===== config.mk =====
export PLATFORM = sky130hd
export DESIGN_NAME = cordic_iter_seq
export DESIGN_NICKNAME = d
export VERILOG_FILES = /design/src/rtl/cordic_iter_seq.sv
export SDC_FILE = /design/constraint.sdc
export NUM_CORES = 1
export LEC_CHECK = 0
export BUFFER_PORTS_ARGS = -buffer_cell sky130_fd_sc_hd__buf_2
export CORE_UTILIZATION = 64
export CTS_BUF_LIST = sky130_fd_sc_hd__clkbuf_4
export DETAILED_ROUTE_END_ITERATION = 12
export GPL_TIMING_DRIVEN = 0
export PLACE_DENSITY = 0.84
export SYNTH_ARGS = -nofsm -noshare
export SYNTH_HDL_FRONTEND = slang
export SYNTH_SLANG_ARGS = --single-unit

===== constraint.sdc =====
create_clock -name clk -period 5 [get_ports clk]
set_input_delay 0.5 -clock clk [delete_from_list [all_inputs] [get_ports clk]]
set_output_delay 0.5 -clock clk [all_outputs]
set_load 0.1 [all_outputs]

===== src/rtl/cordic_iter_seq.sv =====
// Iterative CORDIC sequencer in rotation mode: loads an angle, runs STEPS micro-rotations
// with an internal arctangent ROM, and returns cos/sin over a valid/ready handshake.
module cordic_iter_seq #(
   parameter int BITS  = 16,
   parameter int STEPS = 14
) (
   input  logic                   clk,
   input  logic                   rst,
   input  logic                   in_valid,
   output logic                   in_ready,
   input  logic signed [BITS-1:0] in_angle,
   output logic                   out_valid,
   input  logic                   out_ready,
   output logic signed [BITS-1:0] out_cos,
   output logic signed [BITS-1:0] out_sin,
   output logic                   range_err
);

   localparam int unsigned SW = $clog2(STEPS);
   localparam logic signed [BITS-1:0] K_INIT  = BITS'(9949);
   localparam logic signed [BITS-1:0] ANG_MAX = BITS'(25736);
   localparam logic signed [BITS-1:0] ANG_MIN = -ANG_MAX;
   localparam logic [SW-1:0] LAST_STEP = SW'(STEPS - 1);

   typedef enum logic [1:0] {IDLE, ITER, DONE} state_t;

   state_t state, state_nx;

   logic signed [BITS-1:0] x, y, z;
   logic [SW-1:0] step;
   logic fin;
   logic accept, iter_en, finish, drain;
   logic signed [BITS-1:0] ang_z, atan_c, x_sh, y_sh, x_nx, y_nx, z_nx;
   logic ang_clamp, dir;

   // State register
   always_ff @(posedge clk) begin
      if (rst) state <= IDLE;
      else     state <= state_nx;
   end

   // Next-state logic
   always_comb begin
      state_nx = state;
      case (state)
         IDLE:    if (in_valid)  state_nx = ITER;
         ITER:    if (fin)       state_nx = DONE;
         DONE:    if (out_ready) state_nx = IDLE;
         default: state_nx = IDLE;
      endcase
   end

   // Output / control decode
   always_comb begin
      in_ready = (state == IDLE);
      accept   = (state == IDLE) && in_valid;
      iter_en  = (state == ITER) && !fin;
      finish   = (state == ITER) && fin;
      drain    = (state == DONE) && out_ready;
   end

   // Input angle saturation to +/- pi/2
   always_comb begin
      ang_z     = in_angle;
      ang_clamp = 1'b0;
      if (in_angle > ANG_MAX) begin
         ang_z     = ANG_MAX;
         ang_clamp = 1'b1;
      end else if (in_angle < ANG_MIN) begin
         ang_z     = ANG_MIN;
         ang_clamp = 1'b1;
      end
   end

   // Arctangent ROM, atan(2^-i) in Q2.14
   always_comb begin
      atan_c = '0;
      case (int'(step))
         0:  atan_c = BITS'(12867);
         1:  atan_c = BITS'(7596);
         2:  atan_c = BITS'(4013);
         3:  atan_c = BITS'(2037);
         4:  atan_c = BITS'(1022);
         5:  atan_c = BITS'(511);
         6:  atan_c = BITS'(255);
         7:  atan_c = BITS'(127);
         8:  atan_c = BITS'(63);
         9:  atan_c = BITS'(31);
         10: atan_c = BITS'(15);
         11: atan_c = BITS'(7);
         12: atan_c = BITS'(3);
         13: atan_c = BITS'(1);
         default: atan_c = '0;
      endcase
   end

   // One micro-rotation, direction chosen by the sign of the residual angle
   always_comb begin
      dir  = ~z[BITS-1];
      x_sh = x >>> step;
      y_sh = y >>> step;
      if (dir) begin
         x_nx = x - y_sh;
         y_nx = y + x_sh;
         z_nx = z - atan_c;
      end else begin
         x_nx = x + y_sh;
         y_nx = y - x_sh;
         z_nx = z + atan_c;
      end
   end

   // Datapath and result registers; fin marks that the last rotation has landed in x/y
   always_ff @(posedge clk) begin
      if (rst) begin
         x         <= '0;
         y         <= '0;
         z         <= '0;
         step      <= '0;
         fin       <= 1'b0;
         out_valid <= 1'b0;
         out_cos   <= '0;
         out_sin   <= '0;
         range_err <= 1'b0;
      end else begin
         if (accept) begin
            x         <= K_INIT;
            y         <= '0;
            z         <= ang_z;
            step      <= '0;
            fin       <= 1'b0;
            range_err <= ang_clamp;
         end
         if (iter_en) begin
            x    <= x_nx;
            y    <= y_nx;
            z    <= z_nx;
            fin  <= (step == LAST_STEP);
            step <= (step == LAST_STEP) ? step : step + SW'(1);
         end
         if (finish) begin
            out_cos   <= x;
            out_sin   <= y;
            out_valid <= 1'b1;
         end
         if (drain) out_valid <= 1'b0;
      end
   end

endmodule


* Word-level counts from Yosys, hierarchy flattened
Memory sizes are Yosys's and may differ from the RTL's. A register that Yosys moved wholly into a read port is not among the register bits. Index checks and enable logic that the tools add are counted.
Word-level totals: memories kept 1, bits in read-only memories 224, register bits after elaboration 89, output and inout bits 35, logic and storage cells 63, input bits 20
Operators by class: order comparisons 2, eq/ne operators 7, shift-type cells 2, $add $sub $neg 7, muxes and demuxes 24, reductions and logical operators 10
Memories:
- (name not given) | words 16, bits a word 14, rd ports 1, clocked after Yosys merged registers in 1, wr ports 0, line 78 | case (int'(step))
Operators with widths (number):
- $mux 16 | 11
- $add 16x16->16 | 3
- $sub 16x16->16 | 3
- $sshr 16x4->16 | 2
- $mux 4 | 5
- $gt 16x16->1 const B | 1
- $lt 16x16->1 const B | 1
- $ne 2x2->1 const B | 4
- $mux 2 | 3
- $pmux 2 s3 | 1
- $add 4x1->4 const B | 1
- $eq 4x4->1 const B | 1
- $logic_and 1x1->1 | 4
- $mux 1 | 4
- $reduce_and 3->1 | 1
- $eq 2x1->1 const B | 1
- $eq 2x2->1 const B | 1
- $logic_not 2->1 | 1
- $reduce_and 2->1 | 1
- $reduce_bool 2->1 | 1
- $reduce_or 2->1 | 1
- $logic_not 1->1 | 1

* Longest topological paths before layout
Gate-level depths: netlist of the first run.
depth after elaboration 6, gate-level depth with buffers 24, gate-level depth less buffers 21

* Least setup slack after synthesis of the first run
OpenSTA, ideal clock, no wires.
path type reg-to-reg, from reg step[0], to reg x[15], stages on the path, launching flop included 20, library setup time 0.116 ns, clock period less this slack 4.279 ns, path buffers 1, data required time 4.884 ns, arrival time 4.163 ns, setup slack 0.721 ns, cells stage by stage dfxtp_1 > buf_6 > mux4_2 > a22o_1 > a21oi_2 > ha_1 > nand2_1 > nor3_1 > a21oi_1 > xor2_1 > ha_1 > or3_1 > o21ai_0 > a31oi_1 > a211o_1 > a21o_1 > a21oi_1 > xnor2_1 > o31ai_1 > a31o_1
Between the ends: cells in the longest elaborated chain, start to end 4, elaborated cells on any way between the ends 5, those cells by class add/sub: 2; shift: 1; mux: 2
Ends and longest elaborated chain:
- start: declaration | line 30 | logic [SW-1:0] step;
- start signal: assignment | line 139 | step <= (step == LAST_STEP) ? step : step + SW'(1);
- $sshr 16x4->16 * | line 101 | y_sh = y >>> step;
- $sub 16x16->16 or $add 16x16->16 (tied branches) | line 103, 107
- $mux 16 * | line 102 | if (dir) begin
- $mux 16 * | line 134 | if (iter_en) begin
- end signal: assignment | line 135 | x <= x_nx;
- end: declaration | line 29 | logic signed [BITS-1:0] x, y, z;
Mark *: on every way between the ends. The rest lies on a longest branch, timed or not. A chain may end at the register's enable or synchronous reset.

* Final worst setup path of the first run
from reg y[14], to reg x[15]
Between the ends: cells in the longest elaborated chain, start to end 4, elaborated cells on any way between the ends 5, those cells by class add/sub: 2; shift: 1; mux: 2
Ends and longest elaborated chain:
- start: declaration | line 29
- start signal: assignment | line 136 | y <= y_nx;
- $sshr 16x4->16 * | line 101
- $sub 16x16->16 or $add 16x16->16 (tied branches) | line 103, 107
- $mux 16 * | line 102
- $mux 16 * | line 134
Marks and branches as above.

==> summary.txt, run 1 <==
Run status
  – Status: finished, final reports clean

STA
  – Final Hold Fails: 0
  – Fmax: roughly 0.21 GHz
  – Minimum clock period: 4.82 ns
  – Pin slew with the least headroom to its limit: about 0.95 ns
  – Tcrit/Tclk final: 0.963
  – Final setup margin: about 0.18 ns
  – Slew Limit Fails: 0
  – Rel. slew slack: 0.364
  – Worst Skew: 0.0179 ns
  – Final setup viols: 0

Route
  – Routed via count: between 8000 and 9000
  – DR WL/cell: 20.0 um
  – Drt drc: 0
  – Routed Antenna Nets: 0
  – WL final: 25200 um
  – Vias per cell: roughly 6.4
  – DR iter-0 viols: 884
  – Drt first pass iters: 5

Die
  – Row count: between 40 and 50
  – Core area: between 10000 and 15000 um^2
  – Starting density of the core: 0.654
  – Die Span Y: approximately 120 um
  – IO Count: 55
  – Die W: about 120 um
  – Die Footprint: about 13000 um^2

Worst setup path
  – Crit path max fanout: 10
  – Most frequent CP cell: a31oi_1
  – CP max stage delay: around 0.53 ns
  – Critical Path AT: between 5 and 6 ns
  – FF-to-FF path depth: 18
  – Slowest CP cell: mux4_2
  – Cell Chain, Critical Path: clkbuf_1, mux4_2, mux2_2, o22ai_1, nand3b_2, nor3b_4, a31oi_1, xor2_1, ha_1, or3_1, o21ai_0, a31oi_1, a211o_1, a21o_1, a21oi_1, xnor2_1, o31ai_1, a31o_1
  – CP Capture Type: register
  – Crit path required time: 5.43 ns
  – CP Class: reg -> reg
  – Critical path launch point type: register

Clock network
  – Clk pin slew, worst setup/hold paths: approximately 0.16 ns
  – Clock Tree Root: clkbuf_4
  – CTS Sinks: 103
  – CTS tree: built
  – Max clock buf depth: 2
  – H-Tree Depth: 3
  – Number of CTS-inserted buffers: 9
  – Skew-Pair Late Insertion Delay: ~0.53 ns

Run
  – Max-Cap Viols: 0

Synthesis
  – Syn nets: 1092
  – Distinct cells, synth: between 70 and 80
  – Seq cells post-synth: a little over 100
  – Ys Warns: 0
  – Synth Area per Inst: a little over 8 um^2
  – Top FF cell, synth: dfxtp_1
  – Async set-reset flop share out of synthesis: 0
  – Area of the mapped netlist: around 8200 um^2
  – Register area share after synthesis: 0.251
  – EDFF count, synth: 0
  – Syn Inst Count: ~1000

Global route
  – Initial antenna violation count: 0
  – First-pass GRT wire length: between 30000 and 40000 um
  – Largest net degree at the start of global routing: 18
  – Via count of the first global-routing pass: 7502
  – Grt ovf: 0
  – GRT Overall Usage: 0.390

Pwr
  – Peak VDD IR: 270 uV
  – Leak Pwr: 3.79 nW
  – Pwr dens: just under 500 nW/um^2
  – Total power: roughly 4.3 mW

Cells and area
  – Layout overhead on the synthesized area: 8.77%
  – Fill cells: roughly 1000
  – Layout cells sized above 1: 0.138
  – Non-Filler Instances: about 1300
  – Nets: roughly 1200

Placement
  – Gp weighted congestion: between 0.9 and 1
  – PortBufs: 54
  – Pre-CTS setup slack: -0.168 ns
  – Placed cell count: 1238
  – DP HPWL: around 19000 um

Min path
  – Hold Path Stages: 3
  – HP Class: in -> reg
==> synthesized netlist by cell type, types with 8 or more instances <==
| cell type | instances | area, um^2 |
|---|---|---|
| nor3_1 | 21 | 105 |
| a31oi_1 | 13 | 81.3 |
| mux4_2 | 30 | 676 |
| o21a_1 | 11 | 82.6 |
| a211oi_1 | 12 | 90.1 |
| o21ai_0 | 48 | 240 |
| xnor2_1 | 40 | 350 |
| inv_1 | 43 | 161 |
| ha_1 | 57 | 713 |
| mux2i_1 | 8 | 80.1 |
| and2_1 | 11 | 68.8 |
| a21oi_1 | 105 | 526 |
| nand2b_1 | 14 | 87.6 |
| dfxtp_1 | 103 | 2060 |
| nand3_1 | 8 | 40.0 |
| nor2b_1 | 13 | 81.3 |
| xor2_1 | 35 | 307 |
| nand2_1 | 140 | 526 |
| a21o_1 | 14 | 105 |
| nor2_1 | 112 | 420 |
| a22oi_1 | 11 | 82.6 |
| clkbuf_1 | 38 | 143 |
==> path summary, 6_finish.rpt <==
| path | startpoint | to | slack, ns |
|---|---|---|---|
| max reg2reg | y[14] | x[15] | 0.18 |
| min reg2reg | out_sin[6] | out_sin[6] | 0.46 |
| max | y[14] | x[15] | 0.18 |
| min | in_angle[1] | z[1] | 0.23 |
==> layer usage <==
metal,track usage,up-vias,part of all wire
met5,0,-,0
met2,0.618,438,0.46
met1,0.502,3837,0.40
met3,0.0880,84,0.10
met4,0.188,0,0.043
li1,-,3753,-
==> final cells by class <==
type                       count  area, um^2  area share
antenna                        1        2.50    0.000280
clock buffer                  10        75.1     0.00840
multi-input combinational    812        5780       0.646
timing repair buffer          57         293      0.0328
sequential                   103        2070       0.231
buffer                        53         253      0.0283
clock inverter                 6        90.1      0.0101
tap                          172         215      0.0241
inverter                      44         165      0.0185
==> logic make-up after synthesis <==
kind of cell / Yosys count / share of synthesized area
AO/OA/AOI/OAI: 278 / 0.220
adder cells (fa/ha/maj): 60 / 0.0941
XOR/XNOR: 76 / 0.0819
buffers and inverters: 97 / 0.0506
flip-flops: 103 / 0.251
multiplexers: 48 / 0.113
AND/OR/NAND/NOR: 350 / 0.190
==> timing repair <==
action	4_1_cts	5_1_grt
pin swaps	0	3
setup endpoints to repair	5	7
hold buffers	0	0
resized for setup	5	13
buffers inserted	0	3
==> where the power goes <==
part	internal [mW]	switching [mW]	leakage, nW
clock network	0.211	0.301	0.0874
registers	0.923	0.198	0.843
logic	1.19	1.48	2.86
total	2.32	1.98	3.79
==> worst max-delay path: cells and delay by family, from the launching register on <==
kind / cells / cell delay [ns]
AND/OR/NAND/NOR: 3 / 0.90
XOR/XNOR: 2 / 0.42
AO/OA/AOI/OAI: 9 / 1.69
multiplexers: 2 / 0.83
buffers and inverters: 1 / 0.27
flip-flops: 1 / 0.35
adder cells (fa/ha/maj): 1 / 0.28
==> placed cells by master, fill, tap and decap left out, types with 4 or more instances in the layout <==
master / instances
nand2_1: 140
nor2_1: 111
a21oi_1: 104
dfxtp_1: 101
buf_2: 59
ha_1: 57
o21ai_0: 45
inv_1: 43
xnor2_1: 40
clkbuf_1: 36
xor2_1: 35
mux4_2: 30
nor3_1: 20
nand2b_1: 14
a21o_1: 14
nor2b_1: 13
a31oi_1: 13
a211oi_1: 12
o21a_1: 11
a22oi_1: 11
and2_1: 11
clkbuf_4: 10
nand3_1: 8
mux2i_1: 7
mux2_2: 6
buf_4: 5
buf_6: 5
o22ai_1: 5
and3_1: 5
or2_2: 4
a22o_1: 4
mux4_1: 4
o211a_1: 4
o21ai_1: 4
o31a_1: 4
==> state kept, by name, indices dropped and copies added (netlist names) <==
register   cells
x             16
y             16
range_err      1
step           4
out_valid      1
out_cos       16
z             16
state          2
atan_c        14
out_sin       16
fin            1
==> per-stage QoR <==
stage               hold WS, ns  utilization  area, um^2  setup TNS [ns]
floorplan                 0.422            -        8220               0
global placement          0.436        0.692        8700          -0.159
detailed placement        0.443        0.692        8700          -0.207
CTS                       0.219        0.707        8880               0
global route              0.245        0.711        8930         -0.0428
finish                    0.234        0.711        8940               0
Note: power is estimated with default switching activity, not from simulation.
==> run 2, diff against run 1 <==
- BUFFER_PORTS_ARGS: -buffer_cell sky130_fd_sc_hd__buf_2 -> -buffer_cell sky130_fd_sc_hd__buf_4
==> run 2 against run 1 <==
  * Setup slack better by 0.042 ns
  * Flip-flop and latch count unchanged
  * Hold slack lost 0.016 ns
  * Die area unchanged
  * First-iteration DRC count decreased by 23%
  * Global-route usage decreased by 0.68 points
  * Core utilization grew 0.62 points
  * Clock-buffer cell count is the same
  * Maximum frequency grew 0.88%
  * Wire length is 2.2% lower
  * Final area rose by 0.87%
  * Via count is 1.1% lower
  * Critical path type unchanged
  * Critical endpoint unchanged
  * Largest power group unchanged
  * Highest routed layer unchanged
==> summary.txt, run 2 (synthesis results as in run 1) <==
Global route
  – GRT Overall Usage: 0.383 (was 0.390)
  – Grt ovf: 0 (unchanged)
  – Initial antenna violation count: 0 (unchanged)
  – Via count of the first global-routing pass: 7152 (was 7502)
  – Largest net degree at the start of global routing: 20 (was 18)
  – First-pass GRT wire length: 38100 um (was 38800 um)

Clock network
  – H-Tree Depth: 3 (unchanged)
  – Skew-Pair Late Insertion Delay: 0.52 ns (was 0.53 ns)
  – CTS Sinks: 103 (unchanged)
  – Clock Tree Root: clkbuf_4 (unchanged)
  – Max clock buf depth: 2 (unchanged)
  – Number of CTS-inserted buffers: 9 (unchanged)
  – Post-CTS Hold Fix Bufs: 0 (unchanged)
  – CTS tree: built (unchanged)
  – Clk pin slew, worst setup/hold paths: 0.18 ns (was 0.16 ns)

Run status
  – Status: finished, final reports clean (unchanged)

STA
  – Setup TNS: 0 ns (unchanged)
  – Worst Skew: 0.0301 ns (was 0.0179 ns)
  – Minimum clock period: 4.77 ns (was 4.82 ns)
  – Final Hold Fails: 0 (unchanged)
  – Rel. slew slack: 0.348 (was 0.364)
  – Tcrit/Tclk final: 0.955 (was 0.963)
  – Pin slew with the least headroom to its limit: 0.971 ns (was 0.950 ns)
  – RSZ-0062 raised after global routing: no
  – Slew Limit Fails: 0 (unchanged)
  – Final setup viols: 0 (unchanged)
  – Fmax: 0.210 GHz (was 0.208 GHz)

Die
  – Die Footprint: 13300 um^2 (unchanged)
  – Die W: 115 um (unchanged)
  – IO Count: 55 (unchanged)
  – Starting density of the core: 0.654 (unchanged)
  – Row count: 41 (unchanged)
  – Die Span Y: 115 um (unchanged)
  – Core area: 12600 um^2 (unchanged)

Cells and area
  – Layout cells sized above 1: 0.137 (was 0.138)
  – Non-Filler Instances: 1255 (was 1258)
  – Number of antenna diodes: 0 (was 1)
  – Layout overhead on the synthesized area: 9.72% (was 8.77%)
  – Final instance area: 9010 um^2 (was 8940 um^2)
  – Most common cell after layout, fill and taps aside: nand2_1 (unchanged)
  – Commonest cells after routing, fill and taps aside: nand2_1, nor2_1, a21oi_1 (unchanged)
  – Nets: 1158 (was 1160)
  – Final core utilization: 0.717 (was 0.711)

Pwr
  – Leak Pwr: 3.77 nW (was 3.79 nW)
  – Total power: 4.17 mW (was 4.30 mW)
  – Peak VDD IR: 280 uV (was 270 uV)
  – Pwr dens: 462 nW/um^2 (was 482 nW/um^2)

Worst setup path
  – CP Capture Type: register (unchanged)
  – Critical Path AT: 5.21 ns (was 5.24 ns)
  – Crit path max fanout: 10 (unchanged)
  – CP Class: reg -> reg (unchanged)
  – Crit path required time: 5.43 ns (about the same)
  – Critical path launch point type: register (unchanged)

Route
  – Vias per cell: 6.39 (was 6.45)
  – DR WL/cell: 19.6 um (was 20.0 um)
  – DR iter-0 viols: 684 (was 884)
  – Routed Antenna Nets: 0 (unchanged)
  – Drt drc: 0 (unchanged)
  – Drt first pass iters: 7 (was 5)
  – Routed via count: 8023 (was 8112)
  – WL final: 24600 um (was 25200 um)

Placement
  – Gp weighted congestion: 0.985 (was 0.984)
  – Placed cell count: 1238 (unchanged)
  – Post-place instance area: 8840 um^2 (was 8700 um^2)
  – PortBufs: 54 (unchanged)
  – DP HPWL: 18800 um (was 18900 um)

Min path
  – HP Class: in -> reg (unchanged)

Run
  – Max-Cap Viols: 0 (unchanged)
[run 2: worst max-delay path, stage by stage (launching register included)]
cell      delay (ns)
dfxtp_1         0.37
buf_4           0.21
buf_4           0.24
mux4_2          0.37
o211a_1         0.26
a221oi_4        0.31
nand3b_2        0.21
nor3_4          0.30
a21oi_1         0.12
xor2_1          0.26
ha_1            0.31
or3_1           0.36
o21ai_0         0.10
a31oi_1         0.09
a211o_1         0.32
a21o_1          0.19
a21oi_1         0.17
xnor2_1         0.19
o31ai_1         0.10
a31o_1          0.20
[run 2: area by class of cell]
type / instances / area [um^2]
Multi-Input combinational cell: 812 / 5780
Fill cell: 1027 / 3550
Sequential cell: 103 / 2070
Timing Repair Buffer: 56 / 420
Buffer: 52 / 250
Tap cell: 172 / 215
Inverter: 44 / 165
Clock buffer: 10 / 75.1
Clock inverter: 6 / 42.5
[run 2: final timing paths]
path	start	endpoint	slack [ns]	cells past startpoint
max reg2reg	step[1]	x[15]	0.23	19
min	in_angle[1]	z[1]	0.22	3
max	step[1]	x[15]	0.23	19
min reg2reg	out_sin[1]	out_sin[1]	0.47	2
[run 2: what timing repair did]
item | in CTS | in global routing
setup buffers | 0 | 2
setup endpoints to repair | 4 | 8
resized for setup | 4 | 14
pin swaps | 0 | 5
[run 2: through the flow]
stage          setup WS, ns  hold slack [ns]
4_1_cts             0.00233            0.223
5_1_grt             0.00185            0.217
6_report              0.227            0.219
3_3_place_gp         -0.144            0.438
2_1_floorplan         0.721            0.422
3_5_place_dp         -0.133            0.442
[run 2: routing by layer]
metal,global-route usage,vias to the layer above,wire length (um)
met1,0.496,3742,9680
li1,-,3747,-
met3,0.0880,82,2680
met4,0.172,0,1070
met2,0.609,452,11200
met5,0,-,0
[run 2: power by group]
group,total [mW],switching [mW],internal (mW)
clock,0.414,0.303,0.111
sequential,1.12,0.199,0.923
combinational,2.63,1.45,1.18
total,4.17,1.95,2.22
